## config.mk

```make
export PLATFORM = sky130hd
export DESIGN_NAME = cdb_arbiter
export DESIGN_NICKNAME = d
export VERILOG_FILES = /design/src/rtl/cdb_arbiter.sv
export SDC_FILE = /design/constraint.sdc
export NUM_CORES = 1
export LEC_CHECK = 0
export CORE_MARGIN = 2
export CORE_UTILIZATION = 25
export CTS_BUF_LIST = sky130_fd_sc_hd__clkbuf_2
export CTS_CLUSTER_DIAMETER = 200
export DETAILED_ROUTE_END_ITERATION = 10
export PLACE_DENSITY = 0.48
export SKIP_CTS_REPAIR_TIMING = 1
export SLEW_MARGIN = 0
export SYNTH_ARGS = -nofsm -noshare
export SYNTH_HDL_FRONTEND = slang
export SYNTH_SLANG_ARGS = --single-unit
```

## constraint.sdc

```tcl
create_clock -name clk_in -period 3.73 [get_ports clk_in]
set_clock_uncertainty 0.15 [all_clocks]
set_input_delay 0.5595 -clock clk_in [delete_from_list [all_inputs] [get_ports clk_in]]
set_output_delay 0.5595 -clock clk_in [all_outputs]
set_load 0.005 [all_outputs]
```

## src/rtl/cdb_arbiter.sv

```systemverilog
// Common-data-bus arbiter: one small FIFO per result producer, drained onto a
// registered broadcast port by a round-robin scan over the non-empty FIFO heads.
module cdb_arbiter #(
    parameter int unsigned NUM_SRC        = 3,
    parameter int unsigned ROB_WIDTH_BIT  = 4,
    parameter int unsigned FIFO_DEPTH_BIT = 1
) (
    input  logic                             clk_in,
    input  logic                             rst_in,
    input  logic                             rdy_in,
    input  logic                             clear,
    input  logic [NUM_SRC-1:0]               src_valid,
    input  logic [NUM_SRC*ROB_WIDTH_BIT-1:0] src_rob_id,
    input  logic [NUM_SRC*32-1:0]            src_value,
    output logic [NUM_SRC-1:0]               src_ready,
    output logic                             cdb_valid,
    output logic [ROB_WIDTH_BIT-1:0]         cdb_rob_id,
    output logic [31:0]                      cdb_value,
    output logic [$clog2(NUM_SRC)-1:0]       cdb_src
);

    localparam int unsigned DEPTH = 1 << FIFO_DEPTH_BIT;
    localparam int unsigned SRC_W = $clog2(NUM_SRC);
    localparam int unsigned CNT_W = FIFO_DEPTH_BIT + 1;
    localparam int unsigned ENT_W = ROB_WIDTH_BIT + 32;

    logic [ENT_W-1:0]          r_mem   [NUM_SRC][DEPTH];
    logic [FIFO_DEPTH_BIT-1:0] r_head  [NUM_SRC];
    logic [FIFO_DEPTH_BIT-1:0] r_tail  [NUM_SRC];
    logic [CNT_W-1:0]          r_count [NUM_SRC];
    logic [SRC_W-1:0]          r_ptr;

    logic [NUM_SRC-1:0] w_push;
    logic [NUM_SRC-1:0] w_pop;
    logic               w_found;
    logic [SRC_W-1:0]   w_win;
    logic [SRC_W-1:0]   w_ptr_next;
    logic [ENT_W-1:0]   w_head_data;
    int unsigned        w_idx;

    // Ready looks at the count only: a full FIFO refuses even while it pops.
    always_comb begin
        src_ready = '0;
        w_push    = '0;
        for (int unsigned i = 0; i < NUM_SRC; i++) begin
            src_ready[i] = (r_count[i] < CNT_W'(DEPTH)) && rdy_in && !clear;
            w_push[i]    = src_valid[i] && src_ready[i];
        end
    end

    always_comb begin
        w_found = 1'b0;
        w_win   = '0;
        w_idx   = 0;
        for (int unsigned k = 0; k < NUM_SRC; k++) begin
            w_idx = 32'(r_ptr) + k;
            if (w_idx >= NUM_SRC) begin
                w_idx = w_idx - NUM_SRC;
            end
            if (!w_found && (r_count[w_idx] != '0)) begin
                w_found = 1'b1;
                w_win   = SRC_W'(w_idx);
            end
        end
    end

    always_comb begin
        w_pop = '0;
        for (int unsigned i = 0; i < NUM_SRC; i++) begin
            w_pop[i] = w_found && (w_win == SRC_W'(i));
        end
        w_ptr_next  = (w_win == SRC_W'(NUM_SRC - 1)) ? '0 : w_win + 1'b1;
        w_head_data = r_mem[w_win][r_head[w_win]];
    end

    // Storage needs no reset; occupancy is tracked by the counters.
    always_ff @(posedge clk_in) begin
        for (int unsigned i = 0; i < NUM_SRC; i++) begin
            if (w_push[i]) begin
                r_mem[i][r_tail[i]] <= {src_rob_id[i*ROB_WIDTH_BIT +: ROB_WIDTH_BIT],
                                        src_value[i*32 +: 32]};
            end
        end
    end

    always_ff @(posedge clk_in) begin
        if (rst_in || clear) begin
            for (int unsigned i = 0; i < NUM_SRC; i++) begin
                r_head[i]  <= '0;
                r_tail[i]  <= '0;
                r_count[i] <= '0;
            end
            r_ptr     <= '0;
            cdb_valid <= 1'b0;
            if (rst_in) begin
                cdb_rob_id <= '0;
                cdb_value  <= '0;
                cdb_src    <= '0;
            end
        end else if (rdy_in) begin
            for (int unsigned i = 0; i < NUM_SRC; i++) begin
                if (w_push[i]) begin
                    r_tail[i] <= r_tail[i] + 1'b1;
                end
                if (w_pop[i]) begin
                    r_head[i] <= r_head[i] + 1'b1;
                end
                case ({w_push[i], w_pop[i]})
                    2'b10:   r_count[i] <= r_count[i] + 1'b1;
                    2'b01:   r_count[i] <= r_count[i] - 1'b1;
                    default: r_count[i] <= r_count[i];
                endcase
            end
            if (w_found) begin
                cdb_valid  <= 1'b1;
                cdb_rob_id <= w_head_data[ENT_W-1:32];
                cdb_value  <= w_head_data[31:0];
                cdb_src    <= w_win;
                r_ptr      <= w_ptr_next;
            end else begin
                cdb_valid  <= 1'b0;
            end
        end
    end

endmodule
```

==> out/metrics.cfg, run 1 <==
[power]
p_seq_frac=0.506
p_int_uw=4909
switching_power_uw=2136
ir_worst_vdd_mv=0.1843
power_frac_clock=0.288
combPwrFrac=0.206
power.density_mw_per_mm2=502.8
p_leak_uw=0.004676
switching_share=0.3032

[worst_hold_path]
min_from=src_value[88]
holdCritPathClass=in -> reg

[synthesis]
syn_area_mm2=0.01099
synth.avg_cell_area_um2=14.79
synth_seq_area_share=0.7325
async_flop_share=0
ys.flop_type=edfxtp_1
yosysWarningCount=0
synth_edf_count=266
synthCells=743
syn_nets=868
synth_seq_cells=269
ys_types=37

[die]
start_util=0.2539
dieArea_mm2=0.04564
die_w_um=213.6
die-height_um=213.6
io_pins=157
num_rows=76
core-area_mm2=0.04327

[drt]
wl_met1_um=15270
totalWireLength_um=34040
vias_per_cell=4.663
first_iter_violations=395
antenna_left=0
vias=7354
detail_route.wl_per_cell_um=21.58
first_pass_iters=7
met2_wirelength_um=16350
drc=0
top_layer=met4
wl_met3_um=1755

[global_route]
grt_max_degree=85
grt_overflow=0
grtUsageTotal=0.1500
grt_pass1_vias=7653
antenna_found_initial=1
grt_pass1_wl_um=49010

[placement]
place_congestion=0.7564
dp_hpwl_um=21500
port_buffers=156

[setup_path]
path_class=reg -> reg
r2r_start=r_ptr[0]
start_kind=flip-flop
critPathMaxFanout=20
arrival_ns=3.88
required_ns=4.16
cp-startpoint=r_ptr[0]
cp-end-kind=flip-flop

[final_layout]
area_delta_synth_final_pct=27.52
final_util=0.3238
final_common_cell=edfxtp_1
final_cell_mix=edfxtp_1, clkdlybuf4s50_1, clkbuf_2
layout.nets=1069
drive_gt1_frac=0.1675

[cts]
cts_buffer_depth=3
cts_tree=yes
clk_pin_slew_ns=0.09
cts_sinks=269
cts_inserted_buffers=73
clockRootBuffer=clkbuf_2
clk_latency_ns=0.87
htreeDepth=3

[timing]
final_max_slew_viol_count=0
min_period_over_period=0.9244
hold_viol=0
setup_viol=0
period_minus_slack_ns=3.448
setup_tns_ns=0
grt_setup_unrepaired=no
max_freq_ghz=0.2900
maxSlewHeadroom=0.4501
tightestPinTransition_ns=0.8223

[outcome]
outcome=complete, no violations

[flow_run]
drv_cap=0

==> final cells by class <==
cell class | count | area (um2)
Inverter | 10 | 37.54
Sequential cell | 269 | 8048
Timing Repair Buffer | 192 | 1869
Tap cell | 585 | 732.0
Multi-Input combinational cell | 398 | 2701
Clock buffer | 107 | 535.5
Fill cell | 4334 | 29260
Clock inverter | 15 | 85.08
Antenna cell | 1 | 2.502
==> registers in the layout, indices dropped and copies added (netlist names) <==
signal	flops
cdb_rob_id	4
cdb_src	2
cdb_valid	1
cdb_value	32
r_count	6
r_head	3
r_mem	216
r_ptr	2
r_tail	3
==> worst paths after layout <==
path         slack (ns)       endpoint  cells past startpoint
min                 0.1   r_mem[2][24]                      1
max reg2reg        0.28  cdb_value[26]                      9
max                0.28  cdb_value[26]                      9
min reg2reg        0.34      cdb_valid                      2
==> cell families (layout without fill, tap and decap cells) <==
kind of cell    count (synthesis)  in the layout  share of synthesized area
flops                         269            269                     0.7325
compound gates                209            209                     0.1356
simple gates                  173            173                    0.08496
buf+inv                        76            324                    0.03075
fa+ha+maj                      10             10                    0.01139
xor+xnor                        6              6                   0.004783
other cells                     0              1                          0
==> metal layers <==
metal / vias up / global-route usage
li1: 3400 / -
met1: 3682 / 0.1968
met2: 225 / 0.2445
met3: 47 / 0.03046
met4: 0 / 0.05795
met5: - / 0
==> worst max-delay path, stage by stage, from the launching register on <==
cell,delay [ns]
dfxtp_1,0.39
inv_1,0.08
ha_1,0.41
nor3b_1,0.21
o32ai_4,0.67
nor2_4,0.19
buf_4,0.28
o31ai_4,0.27
buf_4,0.34
o32ai_1,0.15
==> power by group through the flow <==
| stage | combinational [uW] | clock [uW] | sequential [uW] |
|---|---|---|---|
| final | 1450 | 2030 | 3560 |
| after CTS | 1470 | 2130 | 3560 |
| after floorplan | 776 | 0 | 3610 |
| after detailed placement | 1470 | 0 | 3630 |
| after global routing | 1580 | 2270 | 3580 |
| after global placement | 1470 | 0 | 3630 |
==> Yosys cell counts (all sizes together), types with 2 or more instances <==
cell | count | area share
a311oi | 36 | 0.029
o32ai | 37 | 0.029
a211oi | 38 | 0.026
a21oi | 44 | 0.020
edfxtp | 266 | 0.73
buf | 30 | 0.015
dfxtp | 3 | 0.0055
and3 | 41 | 0.023
inv | 10 | 0.0034
nor3 | 4 | 0.0018
xor2 | 2 | 0.0016
o21a | 3 | 0.0020
xnor2 | 4 | 0.0032
clkbuf | 36 | 0.012
or2 | 3 | 0.0017
nand2b | 3 | 0.0017
o21ai | 39 | 0.018
ha | 10 | 0.011
nand2 | 14 | 0.0048
nor2 | 66 | 0.023
nor3b | 37 | 0.025
o31ai | 5 | 0.0047
==> per-stage QoR <==
stage | cell area (um2) | instances | setup WS, ns | hold slack (ns) | total power (uW)
2_1_floorplan | 10990 | 743 | 0.03916 | 0.3027 | 4385
3_3_place_gp | 13390 | 1454 | 0.2515 | 0.3253 | 5101
3_5_place_dp | 13390 | 1454 | 0.2459 | 0.3209 | 5105
4_1_cts | 14010 | 1576 | 0.2661 | -0.03281 | 7165
5_1_grt | 14010 | 1577 | 0.04850 | 0.01234 | 7434
6_report | 14010 | 1577 | 0.2820 | 0.09760 | 7045
No activity file was read; power rests on OpenSTA's default activity.
==> run 2, diff against run 1 <==
- CORE_ASPECT_RATIO: default -> 0.6
==> run 2 against run 1 <==
Net effect:
- global-route usage shrank 0.27 points
- sequential power hardly changed
- flip-flop and latch count unchanged
- final area rose by 4.1%
- via count increased by 3.2%
- non-clock buffer count grew 56
- combinational power hardly changed
- core utilization rose by 1.3 points
==> out/metrics.cfg, run 2 (same netlist as run 1, synthesis figures left out) <==
[final_layout]
area_delta_synth_final_pct=32.77  ; was 27.52%
final_common_cell=edfxtp_1  ; unchanged
final_util=0.3366  ; was 0.3238
drive_gt1_frac=0.1500  ; was 0.1675
stdcell_count=1620  ; was 1577
largest_reg_flops=216  ; unchanged
layout.nets=1119  ; was 1069
final_cell_mix=edfxtp_1, clkdlybuf4s50_1, clkbuf_2  ; unchanged

[timing]
period_minus_slack_ns=3.575  ; was 3.448 ns
setup_tns_ns=0  ; unchanged
hold_viol=0  ; unchanged
min_period_over_period=0.9585  ; was 0.9244
maxSlewHeadroom=0.5632  ; was 0.4501
setup_viol=0  ; unchanged
tightestPinTransition_ns=0.6527  ; was 0.8223 ns
grt_setup_unrepaired=no  ; unchanged
final_max_slew_viol_count=0  ; unchanged
max_freq_ghz=0.2797  ; was 0.2900 GHz

[drt]
wl_met3_um=1929  ; was 1755 um
detail_route.wl_per_cell_um=21.06  ; was 21.58 um
first_iter_violations=571  ; was 395
first_pass_iters=5  ; was 7
totalWireLength_um=34120  ; was 34040 um
vias_per_cell=4.685  ; was 4.663
vias=7589  ; was 7354
top_layer=met4  ; unchanged
met2_wirelength_um=15010  ; was 16350 um
antenna_left=0  ; unchanged
drc=0  ; unchanged
wl_met1_um=16540  ; was 15270 um

[cts]
htreeDepth=3  ; unchanged
clk_pin_slew_ns=0.12  ; was 0.09 ns
clk_latency_ns=0.98  ; was 0.87 ns
cts_buffer_depth=3  ; unchanged
cts_tree=yes  ; unchanged
cts_sinks=269  ; unchanged
cts_inserted_buffers=67  ; was 73
clockRootBuffer=clkbuf_2  ; unchanged

[global_route]
antenna_found_initial=1  ; unchanged
grtUsageTotal=0.1473  ; was 0.1500
grt_max_degree=38  ; was 85
grt_pass1_vias=7445  ; was 7653
grt_pass1_wl_um=48940  ; was 49010 um
grt_overflow=0  ; unchanged

[setup_path]
path_class=reg -> reg  ; unchanged
max_stage_delay_ns=0.65  ; was 0.67 ns
path_cells=inv_1, ha_1, nand2b_1, a21oi_1, or4b_4, and2_4, nor2_1, inv_1, ha_1, o31ai_1  ; was inv_1, ha_1, nor3b_1, o32ai_4, nor2_4, buf_4, o31ai_4, buf_4, o32ai_1
start_kind=flip-flop  ; unchanged
cpMaxStageDelayCell=or4b_4  ; was o32ai_4
required_ns=4.17  ; was 4.16 ns
arrival_ns=4.02  ; was 3.88 ns
critPathMaxFanout=10  ; was 20
cp-end-kind=flip-flop  ; unchanged

[placement]
place_congestion=0.7658  ; was 0.7564
dp_cells=1446  ; was 1454
port_buffers=156  ; unchanged
dp_hpwl_um=21610  ; was 21500 um

[die]
io_pins=157  ; unchanged
dieArea_mm2=0.04570  ; was 0.04564 mm2
core-area_mm2=0.04333  ; was 0.04327 mm2
die_w_um=274.6  ; was 213.6 um
start_util=0.2535  ; was 0.2539
die-height_um=166.4  ; was 213.6 um
num_rows=59  ; was 76

[power]
power.density_mw_per_mm2=492.4  ; was 502.8 mW/mm2
ir_worst_vdd_mv=0.1725  ; was 0.1843 mV
p_leak_uw=0.004892  ; was 0.004676 uW

[flow_run]
drv_cap=0  ; unchanged

[outcome]
outcome=complete, no violations  ; unchanged

[worst_hold_path]
holdCritPathClass=in -> reg  ; unchanged

-- run 2: metal layers --
metal / GRT usage / up-vias
met3: 0.03904 / 56
met2: 0.2133 / 254
met4: 0.05340 / 0
li1: - / 3504
met1: 0.2105 / 3775
met5: 0 / -
-- run 2: path summary, 6_finish.rpt --
check / cells after the start / slack, ns / end / start
setup / recovery: 10 / 0.15 / r_count[1][0] / r_ptr[0]
hold / removal: 1 / 0.06 / r_mem[2][22] / src_value[86]
setup reg to reg: 10 / 0.15 / r_count[1][0] / r_ptr[0]
hold reg to reg: 2 / 0.32 / cdb_valid / cdb_valid
-- run 2: power breakdown --
part	internal [uW]	total, uW	switching (uW)	leakage, uW
registers	3490	3570	75.8	0.00252
clock network	901	2140	1240	0.000476
logic	634	1480	842	0.00190
total	5030	7180	2160	0.00489
-- run 2: layout make-up --
class	instances	area (um2)
diodes	1	2.502
clock buffers	98	490.5
clock inverters	17	143.9
fillers	4259	28750
inverters	10	37.54
multi-input cells	398	2694
flip-flops and latches	269	8048
well taps	579	724.4
repair buffers	248	2447
-- run 2: worst max-delay path, delay by kind of cell, from the launching register on --
kind	cells	cell delay, ns
flops	1	0.40
simple gates	4	1.26
buf+inv	2	0.17
compound gates	2	0.51
fa+ha+maj	2	0.71
-- run 2: metrics by stage --
stage / power, uW / hold slack [ns] / setup WS (ns) / instance area [um2]
finish: 7183 / 0.06436 / 0.1547 / 14590
global route: 7567 / -0.03782 / 0.008658 / 14590
CTS: 7233 / -0.09777 / 0.2145 / 14000
detailed placement: 5071 / 0.3021 / 0.2899 / 13370
global placement: 5066 / 0.3075 / 0.3842 / 13370
floorplan: 4385 / 0.3027 / 0.03916 / 10990
==> run 3, diff against run 2 <==
- DONT_BUFFER_PORTS: default -> 1
- PLACE_DENSITY: 0.48 -> 0.44
==> run 3 against run 2 <==
Net effect:
- worst setup slack gained 0.075 ns
- first-iteration DRC count grew 12%
- final cell count shrank 5.8%
- critical path type unchanged
- fmax grew 2.1%
==> out/metrics.cfg, run 3 (same netlist as run 1, synthesis figures left out) <==
[cts]
clockRootBuffer=clkbuf_2  ; unchanged
cts_tree=yes  ; unchanged
cts_sinks=269  ; unchanged
cts_buffer_depth=3  ; unchanged
clk_latency_ns=0.90  ; was 0.98 ns
clk_pin_slew_ns=0.11  ; was 0.12 ns
cts_inserted_buffers=68  ; was 67
htreeDepth=3  ; unchanged

[flow_run]
drv_cap=0  ; unchanged

[placement]
port_buffers=0  ; was 156
placed_area_mm2=0.01184  ; was 0.01337 mm2
place_congestion=0.7562  ; was 0.7658
dp_hpwl_um=22100  ; was 21610 um

[timing]
setup_tns_ns=0  ; unchanged
tightestPinTransition_ns=0.6901  ; was 0.6527 ns
setup_viol=0  ; unchanged
min_period_over_period=0.9385  ; was 0.9585
max_freq_ghz=0.2857  ; was 0.2797 GHz
hold_viol=0  ; unchanged
grt_setup_unrepaired=no  ; unchanged
final_max_slew_viol_count=0  ; unchanged
period_minus_slack_ns=3.501  ; was 3.575 ns
maxSlewHeadroom=0.5400  ; was 0.5632

[drt]
met2_wirelength_um=15170  ; was 15010 um
top_layer=met5  ; was met4
detail_route.wl_per_cell_um=23.14  ; was 21.06 um
antenna_left=0  ; unchanged
totalWireLength_um=35310  ; was 34120 um
drc=0  ; unchanged
wl_met1_um=16800  ; was 16540 um
first_pass_iters=5  ; unchanged
vias=7322  ; was 7589
vias_per_cell=4.798  ; was 4.685
wl_met3_um=2774  ; was 1929 um
first_iter_violations=642  ; was 571

[power]
p_leak_uw=0.004547  ; was 0.004892 uW
power_frac_clock=0.301  ; was 0.298
p_seq_frac=0.512  ; was 0.497
combPwrFrac=0.187  ; was 0.205
p_int_uw=4850  ; was 5028 uW
ir_worst_vdd_mv=0.1688  ; was 0.1725 mV
switching_share=0.3096  ; was 0.3001
power.density_mw_per_mm2=514.9  ; was 492.4 mW/mm2
switching_power_uw=2175  ; was 2155 uW
finalPower_uw=7026  ; was 7183 uW

[setup_path]
arrival_ns=3.92  ; was 4.02 ns
cp-end-kind=flip-flop  ; unchanged
critPathMaxFanout=31  ; was 10
required_ns=4.15  ; was 4.17 ns
start_kind=flip-flop  ; unchanged
path_class=reg -> reg  ; unchanged

[final_layout]
stdcell_area_mm2=0.01364  ; was 0.01459 mm2
regArea_mm2=0.008048  ; unchanged
area_delta_synth_final_pct=24.19  ; was 32.77%
final_common_cell=edfxtp_1  ; unchanged
layout.nets=1023  ; was 1119
drive_gt1_frac=0.1642  ; was 0.1500
final_cell_mix=edfxtp_1, dlygate4sd3_1, clkbuf_2  ; was edfxtp_1, clkdlybuf4s50_1, clkbuf_2
fillers=4379  ; was 4259
final_util=0.3149  ; was 0.3366
multi_input_area_mm2=0.002694  ; unchanged
largest_reg_flops=216  ; unchanged

[die]
die-height_um=166.4  ; unchanged
dieArea_mm2=0.04570  ; unchanged
io_pins=157  ; unchanged
start_util=0.2535  ; unchanged
num_rows=59  ; unchanged
core-area_mm2=0.04333  ; unchanged
die_w_um=274.6  ; unchanged

[global_route]
grtUsageTotal=0.1543  ; was 0.1473
grt_pass1_wl_um=50650  ; was 48940 um
antenna_found_initial=4  ; was 1
grt_max_degree=62  ; was 38
grt_pass1_vias=7070  ; was 7445
grt_overflow=0  ; unchanged

[worst_hold_path]
holdCritPathClass=in -> reg  ; unchanged

[outcome]
outcome=complete, no violations  ; unchanged

-- run 3: critical path: stages, from the launching register on --
cell and delay, ns:
dfxtp_1 0.40, inv_1 0.08, ha_1 0.46, o22ai_1 0.12, o21a_1 0.15, or4b_4 0.49
and2_4 0.22, buf_4 0.30, o311ai_4 0.28, buf_4 0.34, o32ai_1 0.15
-- run 3: path summary, 6_finish.rpt --
| path | from | endpoint | slack [ns] | cells past startpoint |
|---|---|---|---|---|
| max reg2reg | r_ptr[0] | cdb_rob_id[3] | 0.23 | 10 |
| max | r_ptr[0] | cdb_rob_id[3] | 0.23 | 10 |
| min reg2reg | r_ptr[1] | r_ptr[1] | 0.37 | 2 |
| min | src_value[8] | r_mem[0][8] | 0.16 | 1 |
-- run 3: final cells by class --
type	instances	share of cell area
Antenna cell	3	0.0005502
Clock buffer	94	0.03448
Timing Repair Buffer	151	0.1099
Inverter	10	0.002751
Clock inverter	22	0.01201
Sequential cell	269	0.5898
Multi-Input combinational cell	398	0.1974
Tap cell	579	0.05310
-- run 3: power by group through the flow --
stage | sequential, uW | combinational, uW | clock (uW)
3_3_place_gp | 3670 | 1190 | 0
4_1_cts | 3600 | 1190 | 2220
5_1_grt | 3610 | 1430 | 2370
2_1_floorplan | 3610 | 776 | 0
6_report | 3590 | 1310 | 2120
3_5_place_dp | 3670 | 1190 | 0
-- run 3: metal layers --
layer | global-route usage | vias up
li1 | - | 3319
met1 | 0.2122 | 3676
met2 | 0.2177 | 270
met3 | 0.06738 | 55
met4 | 0.04608 | 2
met5 | 0 | -
-- run 3: metrics by stage --
| stage | worst slack (ns) | hold WS (ns) | std cells |
|---|---|---|---|
| 2_1_floorplan | 0.03916 | 0.3027 | 743 |
| 3_5_place_dp | 0.3107 | 0.3466 | 1291 |
| 4_1_cts | 0.2285 | -0.5692 | 1407 |
| 5_1_grt | 0.02876 | 0.01450 | 1524 |
| 3_3_place_gp | 0.3757 | 0.3398 | 1291 |
| 6_report | 0.2293 | 0.1555 | 1526 |
